--- src/rtl/memory_access_scheduler.sv ---
`default_nettype none
// ============================================================================
// Module   : memory_access_scheduler
// Purpose  : Shares BlockMemoryStorage between a write stream and an inquiry
//            port. Runs a clear sequence and then arbitrates store/inquire
//            traffic. Writes win by default, and a starvation counter
//            guarantees that a pending inquiry is eventually served.
// Revision : 1.0 - initial release
// ============================================================================
module memory_access_scheduler #(
    parameter int ROWINDEXBITS = 7,
    parameter int COLINDEXBITS = 5,
    parameter int CLEARCYCLES  = 2,
    parameter int STARVELIMIT  = 4
) (
    input  logic                    clock,
    input  logic                    resetN,
    input  logic                    start,
    input  logic                    writeValid,
    input  logic [ROWINDEXBITS-1:0] writeWordIndex,
    input  logic [COLINDEXBITS-1:0] writeLetterIndex,
    output logic                    writeReady,
    input  logic                    inquiryValid,
    input  logic [ROWINDEXBITS-1:0] inquiryWordIndex,
    input  logic [COLINDEXBITS-1:0] inquiryLetterIndex,
    output logic                    inquiryReady,
    input  logic                    storageReady,
    input  logic                    readReady,
    input  logic                    storedValue,
    output logic [ROWINDEXBITS-1:0] wordIndex,
    output logic [COLINDEXBITS-1:0] letterIndex,
    output logic                    newAddress,
    output logic                    inquiry,
    output logic                    readMemory,
    output logic                    clearMemory,
    output logic                    resultValid,
    output logic                    resultValue,
    output logic                    busy
);

    localparam int CLEARW = $clog2(CLEARCYCLES + 1);
    localparam int STARVEW = $clog2(STARVELIMIT + 1);
    localparam logic [CLEARW-1:0]  CLEARLAST = CLEARW'(CLEARCYCLES - 1);
    localparam logic [STARVEW-1:0] STARVEMAX = STARVEW'(STARVELIMIT);

    typedef enum logic [2:0] {
        IDLE      = 3'd0,
        CLEAR     = 3'd1,
        WAITREADY = 3'd2,
        RUN       = 3'd3,
        READWAIT  = 3'd4
    } state_t;

    state_t              state;
    state_t              nextState;
    logic [CLEARW-1:0]   clearCount;
    logic [STARVEW-1:0]  starveCount;
    logic                grantWindow;
    logic                atLimit;
    logic                writeGrant;
    logic                inquiryGrant;

    // Arbitration: writes win unless an inquiry has been starved to the limit
    assign grantWindow  = (state == RUN) && storageReady;
    assign atLimit      = (starveCount == STARVEMAX);
    assign inquiryReady = grantWindow && inquiryValid && (!writeValid || atLimit);
    assign writeReady   = grantWindow && !(inquiryValid && atLimit);
    assign writeGrant   = writeValid && writeReady;
    assign inquiryGrant = inquiryValid && inquiryReady;
    assign busy         = (state != IDLE);

    // State register
    always_ff @(posedge clock or negedge resetN) begin
        if (!resetN) begin
            state <= IDLE;
        end else begin
            state <= nextState;
        end
    end

    // Next-state decode
    always_comb begin
        nextState = state;
        case (state)
            IDLE:      if (start)              nextState = CLEAR;
            CLEAR:     if (clearCount == '0)   nextState = WAITREADY;
            WAITREADY: if (storageReady)       nextState = RUN;
            RUN:       if (inquiryGrant)       nextState = READWAIT;
            READWAIT:  if (readReady)          nextState = RUN;
            default:                           nextState = IDLE;
        endcase
    end

    // Clear-phase length counter, loaded as the sequence starts
    always_ff @(posedge clock or negedge resetN) begin
        if (!resetN) begin
            clearCount <= '0;
        end else if (state == IDLE && start) begin
            clearCount <= CLEARLAST;
        end else if (state == CLEAR && clearCount != '0) begin
            clearCount <= clearCount - 1'b1;
        end
    end

    // Starvation counter: counts writes that overtook a waiting inquiry
    always_ff @(posedge clock or negedge resetN) begin
        if (!resetN) begin
            starveCount <= '0;
        end else if (!inquiryValid || inquiryGrant) begin
            starveCount <= '0;
        end else if (writeGrant && !atLimit) begin
            starveCount <= starveCount + 1'b1;
        end
    end

    // Registered storage strobes, indices and inquiry result
    always_ff @(posedge clock or negedge resetN) begin
        if (!resetN) begin
            wordIndex   <= '0;
            letterIndex <= '0;
            newAddress  <= 1'b0;
            inquiry     <= 1'b0;
            readMemory  <= 1'b0;
            clearMemory <= 1'b0;
            resultValid <= 1'b0;
            resultValue <= 1'b0;
        end else begin
            newAddress  <= writeGrant;
            inquiry     <= inquiryGrant;
            readMemory  <= inquiryGrant;
            clearMemory <= (nextState == CLEAR);
            resultValid <= 1'b0;
            if (writeGrant) begin
                wordIndex   <= writeWordIndex;
                letterIndex <= writeLetterIndex;
            end else if (inquiryGrant) begin
                wordIndex   <= inquiryWordIndex;
                letterIndex <= inquiryLetterIndex;
            end
            if (state == READWAIT && readReady) begin
                resultValid <= 1'b1;
                resultValue <= storedValue;
            end
        end
    end

endmodule
`default_nettype wire

--- config.mk ---
export PLATFORM = sky130hd
export DESIGN_NAME = memory_access_scheduler
export DESIGN_NICKNAME = d
export VERILOG_FILES = /design/src/rtl/memory_access_scheduler.sv
export SDC_FILE = /design/constraint.sdc
export NUM_CORES = 1
export LEC_CHECK = 0
export CAP_MARGIN = 20
export CORE_MARGIN = 2
export CORE_UTILIZATION = 38
export DETAILED_ROUTE_END_ITERATION = 7
export PLACE_DENSITY_LB_ADDON = 0.12
export SLEW_MARGIN = 5
export SYNTH_ARGS = -nofsm -noshare
export SYNTH_HDL_FRONTEND = slang
export SYNTH_SLANG_ARGS = --single-unit
--- constraint.sdc ---
create_clock -name clock -period 1.51 [get_ports clock]
set_input_delay 0.302 -clock clock [delete_from_list [all_inputs] [get_ports clock]]
set_output_delay 0.302 -clock clock [all_outputs]
set_load 0.01 [all_outputs]
# Yosys cells after proc, flatten, opt, wreduce, memory -nomap -nowiden
# Cells that the tools add are included.
dict set report classes {
  n_addsub 2
  eq_ne 6
  n_mux 15
  reduce_logical 24
}
# cell n
set ops {}
lappend ops {{3-bit 2-to-1 mux} 7}
lappend ops {{3-bit case mux with 5 select lines} 1}
lappend ops {{7-bit 2-to-1 mux} 2}
lappend ops {{1-bit logical AND} 11}
lappend ops {{5-bit 2-to-1 mux} 2}
lappend ops {{2-bit nonzero test} 4}
lappend ops {{3-bit by 1-bit == test with 1-bit output, second input constant} 2}
lappend ops {{3-bit by 2-bit == test with 1-bit output, second input constant} 2}
lappend ops {{3-bit == test, second input constant} 2}
lappend ops {{1-bit zero test} 4}
lappend ops {{2-bit 2-to-1 mux} 2}
lappend ops {{3-bit by 1-bit adder with 3-bit output, second input constant} 1}
lappend ops {{3-bit zero test} 1}
lappend ops {{3-bit nonzero test} 1}
lappend ops {{2-bit zero test} 1}
lappend ops {{1-bit logical OR} 2}
lappend ops {{2-bit by 1-bit subtractor with 2-bit output, second input constant} 1}
lappend ops {{1-bit 2-to-1 mux} 1}
dict set report totals {
  regBits 25
  input_bits 32
  out_inout_bits 21
  word_cells 57
}

# Depth between registers and ports, before layout
dict set report depth {
  word_depth 8
  mapped_depth 7
  mapped_depth_nobuf 6
}

# Worst setup path before layout
# Ideal clock, no wire load.
dict set report synth_timing {
  path_type {flip-flop to flip-flop}
  startpoint {register starveCount[0]}
  endpoint {register letterIndex[3]}
  setup_ns 0.126
  t_arrival_ns 1.451
  t_required_ns 1.384
  setup_slack_ns -0.067
  stages_incl_launch_ff 8
  n_path_buf 1
  synth_period_minus_slack_ns 1.577
  cell_sequence {dfrtp_1 inv_1 ha_1 a21bo_2 nand3_4 inv_4 buf_6 a221o_1}
}
dict set report synth_via {
  elab_cells_between_ends 10
  classes_between {eq/ne: 1; mux: 1; reduce/logical: 8}
}
# element line
set synth_rtl {}
lappend synth_rtl {{start: declaration} 57} ;# logic [STARVEW-1:0] starveCount;
lappend synth_rtl {{start signal: assignment} 112} ;# starveCount <= starveCount + 1'b1;
lappend synth_rtl {{3-bit == test} 65} ;# assign atLimit = (starveCount == STARVEMAX);
lappend synth_rtl {{1-bit logical OR} 66} ;# assign inquiryReady = grantWindow && inquiryValid && (!writeValid || atLimit);
lappend synth_rtl {{1-bit logical AND} 66}
lappend synth_rtl {{named net inquiryReady} 26} ;# output logic inquiryReady,
lappend synth_rtl {{1-bit logical AND} 69} ;# assign inquiryGrant = inquiryValid && inquiryReady;
lappend synth_rtl {{2-bit nonzero test (no source line)} --}
lappend synth_rtl {{end signal: assignment} 135} ;# letterIndex <= writeLetterIndex;
lappend synth_rtl {{end signal: assignment} 138} ;# letterIndex <= inquiryLetterIndex;
lappend synth_rtl {{end: declaration} 31} ;# output logic [COLINDEXBITS-1:0] letterIndex,
# The timed path passes the listed nets, and every way through them passes these cells.
# A chain may end at the register's enable or synchronous reset.

# Final worst setup path
dict set report layout_timing {
  startpoint {register starveCount[1]}
  endpoint {output port inquiryReady}
}
dict set report layout_via {
  elab_chain_cells 3
}
# element line
set layout_lines {}
lappend layout_lines {{3-bit == test} 65}
lappend layout_lines {{1-bit logical OR} 66}
lappend layout_lines {{1-bit logical AND} 66}
lappend layout_lines {{end: declaration} 26}
# Every way passes these cells.

==> impl_metrics.ini <==
[outcome]
outcome = finished, violations left
violations = setup timing

[final_layout]
syn_to_final_growth_pct = 68.1
nNetsFinal = 233
final_common_cell = clkdlybuf4s50_1
drive_gt1_share_pct = 30.5
fillers = 288
final_cell_mix = 31 x clkdlybuf4s50_1, 25 x dfrtp_1, 22 x buf_4
num_antenna_cells = 0
fin_area_um2 = 2210

[timing]
clock.fmax_mhz = 587
drv_slew = 0
finalSetupViolCount = 16
fin_ws_ns = -0.193
rsz0062_at_grt = true
slew_headroom_pct = 65.1
period_share_pct = 113
tns_ns = -2.13
worst_pin_slew_ns = 0.523
hold_violations = 0
post-route-min-period_ns = 1.70
fin_worst_skew_ns = 0.00557

[pwr]
p_sw_mw = 1.08
finalPower_mw = 3.05
p_int_mw = 1.97
p_sw_share_pct = 35.4
leakage_nw = 1.03
power_frac_comb_pct = 56.0
ir_worst_vdd_mv = 0.651
p_clk_share_pct = 10.4
power-per-cell-area_nw_per_um2 = 1380
pwr-share-seq_pct = 33.6

[clocking]
cts.clk_slew.worst_paths_ns = 0.15
holdBufCountCts = 0
cts_tree = built
root_buffer = clkbuf_4
clockBufferDepth = 2
cts_made_buffers = 3
insertion_delay_ns = 0.32
cts.sinks = 25
htree_levels = 1

[global_route]
grt_start_max_net_pins = 26
grt_pass1_wl_um = 5910
track_usage_pct = 18.7
grt_antenna_before_repair = 0
grt_pass1_vias = 1289
grt.overflow.total = 0

[drt]
postRouteWirelength_um = 3680
first_pass_iters = 5
drt_iter0_drc = 48
remaining_drc_errors = 0
antenna_left = 0
drt-vias-per-instance = 5.27
vias = 1281
wl_per_cell_um = 15.2

[die]
rows = 21
pin_count = 53
core_area_um2 = 3340
die_x_um = 62.8
die_area_um2 = 3940
die_y_um = 62.8
start_util_pct = 39.3

[synthesis]
yosysSeqAreaShare_pct = 47.7
yosys_warnings = 0
syn_avg_cell_area_um2 = 11.2
synth-seq-cells = 25
syn_nets = 152
netlist_area_um2 = 1310
yosysUniqueCellTypes = 38
synthCells = 117

[min_path]
hold_class = in2async

[worst_setup_path]
worst_r2r_path_depth = 8
cp_slowest_cell = dfrtp_1
cp_max_fo = 3
critPathRequiredTime_ns = 1.21
path_class = reg2out
path_cells = inv_2, ha_4, a21bo_4, nand3_4, inv_4, buf_6
cpPeakStageDelay_ns = 0.40
arrival_ns = 1.40
start_kind = register
crit_path_end_kind = output port

[place]
io_buffers = 52
place_area_um2 = 2010
post-place-ws_ns = -0.559
gp_congestion = 0.785
dp_hpwl_um = 2490

[flow_run]
drv_cap = 0
-- flip-flops by register name, summed over array words and instances, names as in the netlist --
signal	cells
state	3
wordIndex	7
resultValid	1
starveCount	3
readMemory	1
letterIndex	5
resultValue	1
clearMemory	1
clearCount	2
newAddress	1
-- cells in the mapped netlist (all sizes together) --
| cell | n | share of area, % |
|---|---|---|
| nand2 | 2 | 0.57 |
| a22oi | 1 | 0.57 |
| a221oi | 1 | 0.67 |
| mux2i | 1 | 0.76 |
| a31oi | 2 | 0.95 |
| nor3 | 3 | 1.1 |
| o21ai | 3 | 1.1 |
| clkbuf | 1 | 0.38 |
| a21boi | 1 | 0.57 |
| nand3 | 3 | 2.1 |
| nor2 | 5 | 1.4 |
| and4b | 1 | 1.0 |
| or4b | 1 | 0.76 |
| and2 | 1 | 0.48 |
| nand4b | 1 | 1.1 |
| inv | 11 | 3.3 |
| buf | 8 | 3.9 |
| a21o | 1 | 0.57 |
| ha | 3 | 2.9 |
| a221o | 12 | 9.2 |
| a21bo | 1 | 0.76 |
| nor2b | 1 | 0.48 |
| a21oi | 2 | 0.76 |
| nor3b | 1 | 0.57 |
| and3 | 1 | 0.86 |
| o21a | 14 | 8.0 |
| and4bb | 1 | 0.95 |
| dfrtp | 25 | 48 |
| nor4b | 1 | 1.1 |
| mux2 | 2 | 1.7 |
| or3 | 1 | 0.48 |
| nand3b | 1 | 0.57 |
| nand2b | 2 | 0.95 |
| a311o | 2 | 1.5 |
-- stage by stage --
step / hold WS (ns) / utilization, % / instances
floorplan: 0.00641 / - / 117
global placement: 0.491 / 60.2 / 228
detailed placement: 0.501 / 60.2 / 228
CTS: 0.323 / 62.6 / 237
global route: 0.331 / 66.1 / 243
finish: 0.317 / 66.1 / 243
-- worst max-delay path, delay by kind of cell (launching register included) --
family                   cells  cell delay [ns]
flip-flops                   1             0.40
AO/OA/AOI/OAI                1             0.22
adder cells (fa/ha/maj)      1             0.17
AND/OR/NAND/NOR              1             0.09
buffers and inverters        3             0.21
-- final timing paths --
kind,from,endpoint,slack [ns]
min reg2reg,resultValue,resultValue,0.53
max reg2reg,starveCount[1],letterIndex[1],-0.16
min in group clock,resultValue,resultValue,0.53
min,resetN,state[1],0.32
max,starveCount[1],inquiryReady,-0.19
max in group asynchronous,resetN,letterIndex[0],0.94
-- kinds of logic after synthesis --
kind of cell,Yosys count,share of synthesized area (%)
AOI/OAI and AO/OA,40,24.7
adders and majority gates,3,2.86
buffers and inverters,20,7.63
DFF,25,47.7
muxes,3,2.48
and+or+nand+nor,26,14.7
-- cell type report --
type	instances	area, µm²	share of cell area, %
Tap cell	46	57.6	2.61
Clock buffer	3	22.5	1.02
Sequential cell	25	626	28.4
Timing Repair Buffer	84	785	35.6
Clock inverter	1	7.51	0.340
Inverter	11	43.8	1.99
Multi-Input combinational cell	73	664	30.1
-- power by group through the flow --
| stage | combinational [mW] | clock (mW) | sequential (mW) |
|---|---|---|---|
| after floorplan | 0.754 | 0 | 1.13 |
| after global placement | 1.58 | 0 | 1.03 |
| after detailed placement | 1.61 | 0 | 1.04 |
| after CTS | 1.58 | 0.332 | 1.02 |
| after global routing | 1.85 | 0.361 | 1.05 |
| final | 1.71 | 0.318 | 1.03 |
-- routing by layer --
| metal | track usage, % | vias to the layer above | share of wire, % |
|---|---|---|---|
| met5 | 0 | - | 0 |
| met4 | 5.00 | 0 | 0.87 |
| met3 | 3.60 | 4 | 5.3 |
| met2 | 32.3 | 40 | 51 |
| met1 | 24.1 | 638 | 43 |
| li1 | - | 599 | - |
-- repair_timing --
| action | 4_1_cts | 5_1_grt |
|---|---|---|
| endpoints found under the hold margin | 0 | 0 |
| pin swaps | 3 | 15 |
| gates cloned | 0 | 2 |
| endpoints found under the setup margin | 34 | 20 |
| setup buffers | 5 | 4 |
| resized for setup | 43 | 13 |
(Power assumes the default switching activity.)
